**src/rtl/burst_ram_arbiter.sv**
```systemverilog
// -----------------------------------------------------------------------------
// burst_ram_arbiter
//
// Purpose
//   Lets two burst-style clients share one BurstRAM, for example an
//   instruction cache on client 0 and a data cache on client 1. Each client
//   port looks like the BurstRAM command interface. Grants are round-robin,
//   and each grant is held for one complete burst. A request is accepted in
//   the same cycle it is presented (zero added latency), as long as the
//   BurstRAM is not busy.
//
// Configuration
//   BURST_ARB_FIXED_PRIORITY_EN : when defined, client 0 always wins a tie.
//                                 last_grant is still tracked but has no
//                                 effect on the result. When undefined, a
//                                 tie goes to the client that was not
//                                 granted last (round-robin).
//
// Parameters
//   DEPTH_BITWIDTH : width of the burst address (8-byte words)
//   BURST_COUNT    : 64-bit beats per burst for reads and writes (>= 1)
//
// Ports
//   sys_clk, sys_rst_n     : clock; asynchronous active-low reset
//   cX_cmd                 : client X command, 0 = read, 1 = write
//   cX_cmd_en              : client X request; the client holds it with
//                            cmd/addr/wr_data until it is accepted
//   cX_addr                : client X burst address
//   cX_wr_data             : client X write beat
//   cX_data_mask           : client X byte mask, passed through to the BurstRAM
//   cX_rd_data             : read data (the same bus goes to both clients)
//   cX_rd_data_ready       : read beat valid for client X
//   cX_busy                : client X request is not accepted this cycle
//   br_cmd, br_cmd_en      : command and command strobe to the BurstRAM
//   br_addr, br_wr_data    : address and write beat to the BurstRAM
//   br_data_mask           : byte mask to the BurstRAM
//   br_rd_data             : read beat from the BurstRAM
//   br_rd_data_ready       : read beat valid from the BurstRAM
//   br_busy                : BurstRAM cannot take a command this cycle
// -----------------------------------------------------------------------------
module burst_ram_arbiter #(
    parameter int DEPTH_BITWIDTH = 4,
    parameter int BURST_COUNT    = 4
) (
    input  logic                      sys_clk,
    input  logic                      sys_rst_n,

    input  logic                      c0_cmd,
    input  logic                      c0_cmd_en,
    input  logic [DEPTH_BITWIDTH-1:0] c0_addr,
    input  logic [63:0]               c0_wr_data,
    input  logic [7:0]                c0_data_mask,
    output logic [63:0]               c0_rd_data,
    output logic                      c0_rd_data_ready,
    output logic                      c0_busy,

    input  logic                      c1_cmd,
    input  logic                      c1_cmd_en,
    input  logic [DEPTH_BITWIDTH-1:0] c1_addr,
    input  logic [63:0]               c1_wr_data,
    input  logic [7:0]                c1_data_mask,
    output logic [63:0]               c1_rd_data,
    output logic                      c1_rd_data_ready,
    output logic                      c1_busy,

    output logic                      br_cmd,
    output logic                      br_cmd_en,
    output logic [DEPTH_BITWIDTH-1:0] br_addr,
    output logic [63:0]               br_wr_data,
    output logic [7:0]                br_data_mask,
    input  logic [63:0]               br_rd_data,
    input  logic                      br_rd_data_ready,
    input  logic                      br_busy
);

    localparam int CW = $clog2(BURST_COUNT) + 1;
    localparam logic [CW-1:0] CNT_WRITE = CW'(BURST_COUNT - 1);
    localparam logic [CW-1:0] CNT_READ  = CW'(BURST_COUNT);
    localparam logic [CW-1:0] CNT_ONE   = CW'(1);

    typedef enum logic [1:0] {
        ST_IDLE  = 2'd0,
        ST_WRITE = 2'd1,
        ST_READ  = 2'd2
    } state_t;

    state_t          state_q, state_d;
    logic            owner_q, owner_d;
    logic            last_grant_q, last_grant_d;
    logic [CW-1:0]   cnt_q, cnt_d;

    // Client inputs gathered into arrays so the mux and the per-client
    // outputs can be written once, indexed by client number.
    logic [1:0]                      cl_req;
    logic [1:0]                      cl_cmd;
    logic [DEPTH_BITWIDTH-1:0]       cl_addr [2];
    logic [63:0]                     cl_wr_data [2];
    logic [7:0]                      cl_mask [2];
    logic [1:0]                      busy_vec;
    logic [1:0]                      rdy_vec;

    assign cl_req        = {c1_cmd_en, c0_cmd_en};
    assign cl_cmd        = {c1_cmd, c0_cmd};
    assign cl_addr[0]    = c0_addr;
    assign cl_addr[1]    = c1_addr;
    assign cl_wr_data[0] = c0_wr_data;
    assign cl_wr_data[1] = c1_wr_data;
    assign cl_mask[0]    = c0_data_mask;
    assign cl_mask[1]    = c1_data_mask;

    // -------------------------------------------------------------------------
    // Arbitration (only meaningful while idle)
    // -------------------------------------------------------------------------
    logic [1:0] eligible;
    logic       grant_any;
    logic       tie_winner;
    logic       winner;
    logic       accept;
    logic       sel;

    // A request can only be taken while the BurstRAM is ready for a command.
    assign eligible  = cl_req & {2{~br_busy}};
    assign grant_any = |eligible;

`ifdef BURST_ARB_FIXED_PRIORITY_EN
    assign tie_winner = 1'b0;
`else
    assign tie_winner = ~last_grant_q;
`endif

    // With a single eligible requester, that requester wins. When nobody is
    // eligible the value does not matter, and 0 is used.
    assign winner = (eligible == 2'b11) ? tie_winner : eligible[1];
    assign accept = (state_q == ST_IDLE) && grant_any;

    // On the accept cycle the winner drives the BurstRAM. Otherwise the
    // registered owner does. The select is always a known value, so the
    // don't-care outputs never carry X from the mux.
    assign sel = accept ? winner : owner_q;

    // -------------------------------------------------------------------------
    // BurstRAM-side outputs
    // -------------------------------------------------------------------------
    assign br_cmd       = cl_cmd[sel];
    assign br_cmd_en    = accept;
    assign br_addr      = cl_addr[sel];
    assign br_wr_data   = cl_wr_data[sel];
    assign br_data_mask = cl_mask[sel];

    // -------------------------------------------------------------------------
    // Client-side outputs
    // -------------------------------------------------------------------------
    assign c0_rd_data = br_rd_data;
    assign c1_rd_data = br_rd_data;

    generate
        for (genvar gi = 0; gi < 2; gi++) begin : g_client
            // A client can issue a command only while the arbiter is idle,
            // the BurstRAM is free, and no other client is taking the slot.
            assign busy_vec[gi] = !((state_q == ST_IDLE) && !br_busy &&
                                    !(grant_any && (winner != 1'(gi))));
            // Read beats reach only the owner, and only during a read burst.
            // A stray beat in any other state is dropped.
            assign rdy_vec[gi]  = (state_q == ST_READ) && br_rd_data_ready &&
                                  (owner_q == 1'(gi));
        end
    endgenerate

    assign c0_busy          = busy_vec[0];
    assign c1_busy          = busy_vec[1];
    assign c0_rd_data_ready = rdy_vec[0];
    assign c1_rd_data_ready = rdy_vec[1];

    // -------------------------------------------------------------------------
    // FSM next state
    // -------------------------------------------------------------------------
    always_comb begin
        state_d      = state_q;
        owner_d      = owner_q;
        last_grant_d = last_grant_q;
        cnt_d        = cnt_q;

        case (state_q)
            ST_IDLE: begin
                if (grant_any) begin
                    owner_d      = winner;
                    last_grant_d = winner;
                    if (cl_cmd[winner]) begin
                        // The first write beat goes out with the command,
                        // so BURST_COUNT-1 beats remain.
                        cnt_d   = CNT_WRITE;
                        state_d = (BURST_COUNT == 1) ? ST_IDLE : ST_WRITE;
                    end else begin
                        cnt_d   = CNT_READ;
                        state_d = ST_READ;
                    end
                end
            end

            ST_WRITE: begin
                // One write beat per cycle. No handshake is needed, because the
                // owner supplies its beats back to back.
                cnt_d = cnt_q - CNT_ONE;
                if (cnt_q <= CNT_ONE) begin
                    state_d = ST_IDLE;
                end
            end

            ST_READ: begin
                if (br_rd_data_ready) begin
                    cnt_d = cnt_q - CNT_ONE;
                    if (cnt_q <= CNT_ONE) begin
                        state_d = ST_IDLE;
                    end
                end
            end

            default: begin
                state_d = ST_IDLE;
            end
        endcase
    end

    // -------------------------------------------------------------------------
    // State registers. last_grant resets to 1 so client 0 takes the first tie.
    // -------------------------------------------------------------------------
    always_ff @(posedge sys_clk or negedge sys_rst_n) begin
        if (!sys_rst_n) begin
            state_q      <= ST_IDLE;
            owner_q      <= 1'b0;
            last_grant_q <= 1'b1;
            cnt_q        <= '0;
        end else begin
            state_q      <= state_d;
            owner_q      <= owner_d;
            last_grant_q <= last_grant_d;
            cnt_q        <= cnt_d;
        end
    end

endmodule

```
**config.mk**
```make
export PLATFORM = sky130hd
export DESIGN_NAME = burst_ram_arbiter
export DESIGN_NICKNAME = d
export VERILOG_FILES = /design/src/rtl/burst_ram_arbiter.sv
export SDC_FILE = /design/constraint.sdc
export NUM_CORES = 1
export LEC_CHECK = 0
export ABC_AREA = 1
export CAP_MARGIN = 0
export CORE_AREA = 2 2 169 171
export CTS_BUF_LIST = sky130_fd_sc_hd__clkbuf_4
export CTS_CLUSTER_DIAMETER = 60
export DETAILED_ROUTE_END_ITERATION = 12
export DIE_AREA = 0 0 171 173
export GPL_ROUTABILITY_DRIVEN = 1
export SLEW_MARGIN = 20
export SYNTH_ARGS = -nofsm -noshare
export SYNTH_HDL_FRONTEND = slang
export SYNTH_SLANG_ARGS = --single-unit
```
**constraint.sdc**
```tcl
create_clock -name sys_clk -period 4.37 [get_ports sys_clk]
set_clock_uncertainty 0.05 [all_clocks]
set_input_delay 0.874 -clock sys_clk [delete_from_list [all_inputs] [get_ports sys_clk]]
set_output_delay 0.874 -clock sys_clk [all_outputs]
set_load 0.01 [all_outputs]
```
==> impl_results.md, run 1 <==
- Vias/cell: 3.305
- Nets@finish: roughly 800
- Vias in the first global route: between 3000 and 4000
- Synth Instances: 470
- Half-perimeter wire length after placement: around 11 mm
- Crit path from: c1_cmd_en
- Setup violations, final: 0
- Worst vdd ir: between 0.00015 and 0.0002 V
- Status: completed
- Sequential area share after synthesis: approximately 6.6%
- Reg clk slew, reported paths: 0.05 ns
- Worst Path Arrival: between 2 and 3 ns
- Final non-filler cell total: between 900 and 1000
- Destination of the critical timing path: br_wr_data[24]
- Post-CTS sizing: 0
- Initial antenna violation count: 4
- Total track usage: 7.760%
- CP endpoint kind: output pin
- Placed insts: between 900 and 1000
- Post-CTS Hold Buffers: 0
- Die width: 171 microns
- Cell Area, Synth: between 2000 and 3000 sq um
- Share of layout cells above drive strength 1: 3.866%
- Drt pass-1 iters: 4
- Max Root-Sink Buffers: 2
- Startpoint types: primary input
- First-pass GRT wire length: ~18 mm
- FF-to-FF End: last_grant_q
- Final Hold Vio Count: 0
- CP Cell Sequence: clkdlybuf4s50_1 > inv_1 > nand2_1 > nand2_2 > inv_2 > nand2_4 > buf_4 > nand3_1 > nand2_1 > clkdlybuf4s50_1
- Core area: roughly 28000 sq um
- CTS sink count: 7
- RePlAce Congestion: between 0.7 and 0.8
- Hold Path Depth: 2
- Number of synthesized register bits: 7
- Slew @ Worst Pin: a little under 0.4 ns
- Die Y: roughly 170 microns
- Starting Density: ~9.6%
- Count of different cell masters after synthesis: 19
- WL final: 12.54 mm
- Vias: around 3100
- FF-to-FF Start: state_q[0]
- Ys Warns: 0
- Worst rel slew slack: ~74%
- Setup TNS: 0 ns
- Mapped Avg Cell Area: between 5 and 6 sq um
- Worst R2R Setup Slack: about 2.7 ns
- Leak: 2.015 nW
- TritonCTS clock tree: built
- PwrDens: 392.0 nW/um^2
- Final ANT Viol Nets: 0
- Grt ovf: 0
- CTS Buf Count: 3
- Post-layout minimum cycle time: a little under 4 ns
- Max_cap viols: 0
- Row count: 61
- Max Clock Freq: between 200 and 300 MHz
- Worst Hold Class: flop to flop
- WL per Instance: between 10 and 15 microns
- Root Buffer: clkbuf_4
- Area growth from synthesis to layout: 71.42%
- Clock Latency Late Sink: between 0.2 and 0.3 ns
- Die area: 29580 sq um
- # IOs: ~430
- CP max-delay cell: clkdlybuf4s50_1
- Syn Nets: ~700
- FF-to-FF path depth: 9
- Largest net degree at the start of global routing: 47
- Max Slew Vio Count: 0
- Critical Path RT: between 3 and 4 ns
- Worst Path Max Fanout: 35
- Buffers on Ports: roughly 240
- Final period util: between 80% and 90%
- RSZ-0062 raised after global routing: false
- CP max stage delay: 0.53 ns
- DRC: 0
- CTS H-tree depth: 1
- Critical path type: primary input to output pin
- Initial DRC count: 87
- Post-CTS Setup Repair Bufs: 0
==> how the worst min path moves through the flow <==
stage | slack (ns) | startpoint | end
global route | 0.46 | cnt_q[1] | cnt_q[1]
CTS | 0.43 | last_grant_q | last_grant_q
finish | 0.43 | last_grant_q | last_grant_q
global placement | 0.42 | cnt_q[1] | cnt_q[1]
floorplan | 0.40 | last_grant_q | last_grant_q
detailed placement | 0.42 | last_grant_q | last_grant_q
==> registers in the layout, summed over array words and instances (netlist names) <==
name / cells
last_grant_q: 1
cnt_q: 3
state_q: 2
owner_q: 1
==> layout by cell type (no fill, tap or decap) <==
cell type	count
ha_1	5
inv_2	4
nor2_1	6
o21ai_0	3
dfrtp_1	6
buf_4	2
buf_12	4
nand2_1	185
clkdlybuf4s50_1	241
nand3b_1	1
nand3_2	1
clkbuf_4	4
a21oi_1	2
nor2_4	1
inv_1	15
dfstp_2	1
diode_2	1
nand2_2	1
nand2_4	3
or2_2	1
nand3_1	83
==> metal layers <==
layer  global-route usage [%]  share of wire, %  vias up  wire [microns]
li1                         -                 -     1533               -
met1                    8.009                36     1296            4575
met2                    12.85                44      222            5518
met3                    3.433                13       82            1691
met4                    4.732               6.0        0             758
met5                        0                 0        -               0
==> worst max-delay path: cells and delay by family <==
kind | cells | cell delay [ns]
and+or+nand+nor | 5 | 0.54
buffers and inverters | 5 | 1.48
==> cells in the mapped netlist <==
cell type	instances	area share [%]
a21oi_1	2	0.38
inv_2	4	0.56
nand2_1	185	26
nor2_1	6	0.85
inv_1	15	2.1
nand2_4	2	0.85
nand2_2	2	0.47
buf_4	136	38
or2_2	1	0.24
ha_1	5	2.4
buf_2	13	2.4
nand3_2	1	0.38
nand3_1	83	16
nand3b_1	1	0.28
dfstp_2	1	0.99
o21ai_0	3	0.56
dfrtp_1	6	5.6
nor2_4	1	0.42
buf_6	3	1.3
==> through the flow <==
step	instance area (sq um)	power (mW)	utilization, %	worst slack [ns]	hold slack, ns
6_report	4556	1.786	16.49	0.5260	0.4257
5_1_grt	4553	1.959	16.48	0.3631	0.4601
4_1_cts	4553	1.823	16.48	0.5302	0.4284
3_5_place_dp	4523	1.747	16.37	0.5311	0.4183
3_3_place_gp	4523	1.736	16.37	0.5357	0.4190
2_1_floorplan	2658	1.014	-	1.746	0.3968
==> cells by family (layout without fill, tap and decap cells) <==
kind of cell | after synthesis | count (layout) | synth area share (%)
compound gates | 5 | 5 | 0.9415
simple gates | 282 | 282 | 45.25
fa+ha+maj | 5 | 5 | 2.354
other cells | 0 | 1 | 0
buf+inv | 171 | 270 | 44.82
flops | 7 | 7 | 6.638
==> final cells by class <==
type	instances	area (sq um)
fillers	3229	23070
diodes	1	2.502
repair buffers	247	2507
well taps	378	473.0
inverters	19	71.32
flip-flops and latches	7	176.4
clock buffers	4	30.03
multi-input cells	292	1295
==> power breakdown <==
part / switching (mW) / internal (mW)
Combinational: 0.778 / 0.822
Sequential: 0.0241 / 0.0978
Clock: 0.0228 / 0.0410
Total: 0.825 / 0.961
Note: power is estimated with default switching activity, not from simulation.
==> run 2: changes to the inputs <==
SKIP_CTS_REPAIR_TIMING = 1   (was default)
==> results of run 2 <==
The final DEF is identical to that of run 1; final timing and power are the same.
==> RTL edit: new RTL, settings of run 1 <==
Build with the macro `BURST_ARB_FIXED_PRIORITY_EN` defined.
--- a/src/rtl/burst_ram_arbiter.sv
+++ b/src/rtl/burst_ram_arbiter.sv
@@ -39,4 +39,6 @@
 //   br_busy                : BurstRAM cannot take a command this cycle
 // -----------------------------------------------------------------------------
+`define BURST_ARB_FIXED_PRIORITY_EN
+
 module burst_ram_arbiter #(
     parameter int DEPTH_BITWIDTH = 4,
Function: changed (Yosys sat finds a counterexample within 10 cycles, from zero or initial values and one cycle with sys_rst_n low).
==> RTL edit against run 1 <==
  * Maximum frequency down 0.73%
  * Worst setup slack lost 28 ps
  * Wire length shrank 15%
  * Total power is 8.4% higher
  * First-iteration DRC count rose by 66%
  * Synthesized area is 6.9% lower
  * Cell area down 4.1%
  * Sequential cell count decreased by 1
==> RTL edit: results (changes against run 1) <==
[outcome]
status = finished, final reports clean

[global_routing]
antenna_found_initial = 0  ; -4
grt_max_degree = 45  ; -4.3%
grt.total_usage_pct = 6.44  ; -1.3 points
grt_pass1_wl_um = 15100  ; -16%
first_global_vias = 2768  ; -13%

[synthesis]
synth_top_flop_cell = dfrtp_1
seq_area_frac_synth_pct = 6.07  ; -0.57 points
synth_fp_nets = 690  ; -1.3%
ys_async_sr_fraction_pct = 100  ; unchanged
synth_common_cells = nand2_1 (261), buf_4 (132), inv_1 (17), buf_2 (9), nand3_1 (8)
synthesis.instances = 461  ; -1.9%
yosysWarnings = 0  ; unchanged
synth.distinct_cells = 19  ; unchanged
synth.area.top_cells = buf_4 (40%), nand2_1 (40%), dfrtp_1 (6.1%)

[detailed_routing]
wl_met2_um = 4460  ; -19%
highest_layer = met4
drt_iter0_drc = 144  ; +66%
drt_pass1_iterations = 4  ; unchanged
vias = 2900  ; -7.4%
wl_met1_um = 3920  ; -14%
dr_wl_met3_um = 1580  ; -6.8%
routed_wl_um = 10700  ; -15%

[layout]
fin_nets = 796  ; -0.38%
antenna_cells = 0  ; -1
largestRegisters = cnt_q: 3 flops, state_q: 2 flops, owner_q: 1 flops
stdcell_count = 943  ; -0.53%
drive_gt1_share_pct = 2.48  ; -1.4 points
fillers = 3207  ; -0.68%

[cts]
numCtsBuffers = 3  ; unchanged
clockBufferDepth = 2  ; unchanged
post_cts_buffers = 0  ; unchanged
clockRootBuffer = clkbuf_4
htreeDepth = 1  ; unchanged
post_cts_resized = 0  ; unchanged
clk_pin_slew_ps = 40
worstSkewPairLatency_ps = 240

[placed_design]
preCtsSetupSlack_ps = 478  ; -53.1 ps
globalplace.congestion = 0.702  ; -9.4%
port_buffers = 241  ; unchanged
dp_hpwl_um = 9220  ; -13%

[worst_hold_path]
hold_path_class = flop to flop

[timing]
hold_viol = 0  ; unchanged
worst_slew_pin_slew_ps = 370  ; -27.2 ps

[pwr]
ir_drop_v = 0.000230  ; +43%
p_leak_uw = 0.00198  ; -1.7%

[setup_path]
worstPathArrival_ps = 2950  ; +30 ps
cp_slowest_cell = clkdlybuf4s50_1
critical_path.max_fanout = 34  ; -2.9%
cp_slowest_stage_delay_ps = 540

[floorplanning]
initial_core_util_pct = 8.95  ; -0.67 points

==> RTL edit: metal layers <==
| layer | track usage (%) | vias to the layer above |
|---|---|---|
| met2 | 9.98 | 190 |
| li1 | - | 1453 |
| met1 | 6.85 | 1183 |
| met5 | 0 | - |
| met4 | 4.56 | 0 |
| met3 | 3.07 | 74 |
==> RTL edit: final timing paths <==
check | start | end | slack [ps] | cells past startpoint
hold reg to reg | cnt_q[1] | cnt_q[1] | 440 | 2
hold / removal | cnt_q[1] | cnt_q[1] | 440 | 2
setup reg to reg | state_q[0] | owner_q | 2880 | 7
max in group asynchronous | sys_rst_n | cnt_q[1] | 3220 | 1
min in group asynchronous | sys_rst_n | owner_q | 830 | 1
setup / recovery | c1_cmd_en | br_wr_data[46] | 500 | 8
==> RTL edit: cell type report <==
cell class,instances,area share (%)
clock buffers,3,0.516
flip-flops and latches,6,3.44
repair buffers,245,56.5
multi-input cells,292,27.1
well taps,378,10.8
inverters,19,1.63
==> RTL edit: critical path, delay by kind of cell <==
family / cells / cell delay, ps
AND/OR/NAND/NOR: 4 / 410
AO/OA/AOI/OAI: 1 / 240
buffers and inverters: 3 / 1390
==> RTL edit: cells by family after synthesis <==
kind of cell             count (synthesis)  synth area share (%)
AND/OR/NAND/NOR                        282                  44.0
flip-flops                               6                  6.07
buffers and inverters                  163                  46.1
AO/OA/AOI/OAI                            5                  1.32
adder cells (fa/ha/maj)                  5                  2.53
==> RTL edit: power breakdown <==
part / internal, uW / switching (uW)
sequential: 82.7 / 19.8
clock: 30.9 / 17.6
combinational: 898 / 886
==> RTL edit: metrics by stage <==
stage / total power [uW] / area (um^2)
final: 1940 / 4370
after global placement: 1890 / 4340
after CTS: 1970 / 4370
after global routing: 2120 / 4370
after floorplan: 1070 / 2470
after detailed placement: 1910 / 4340
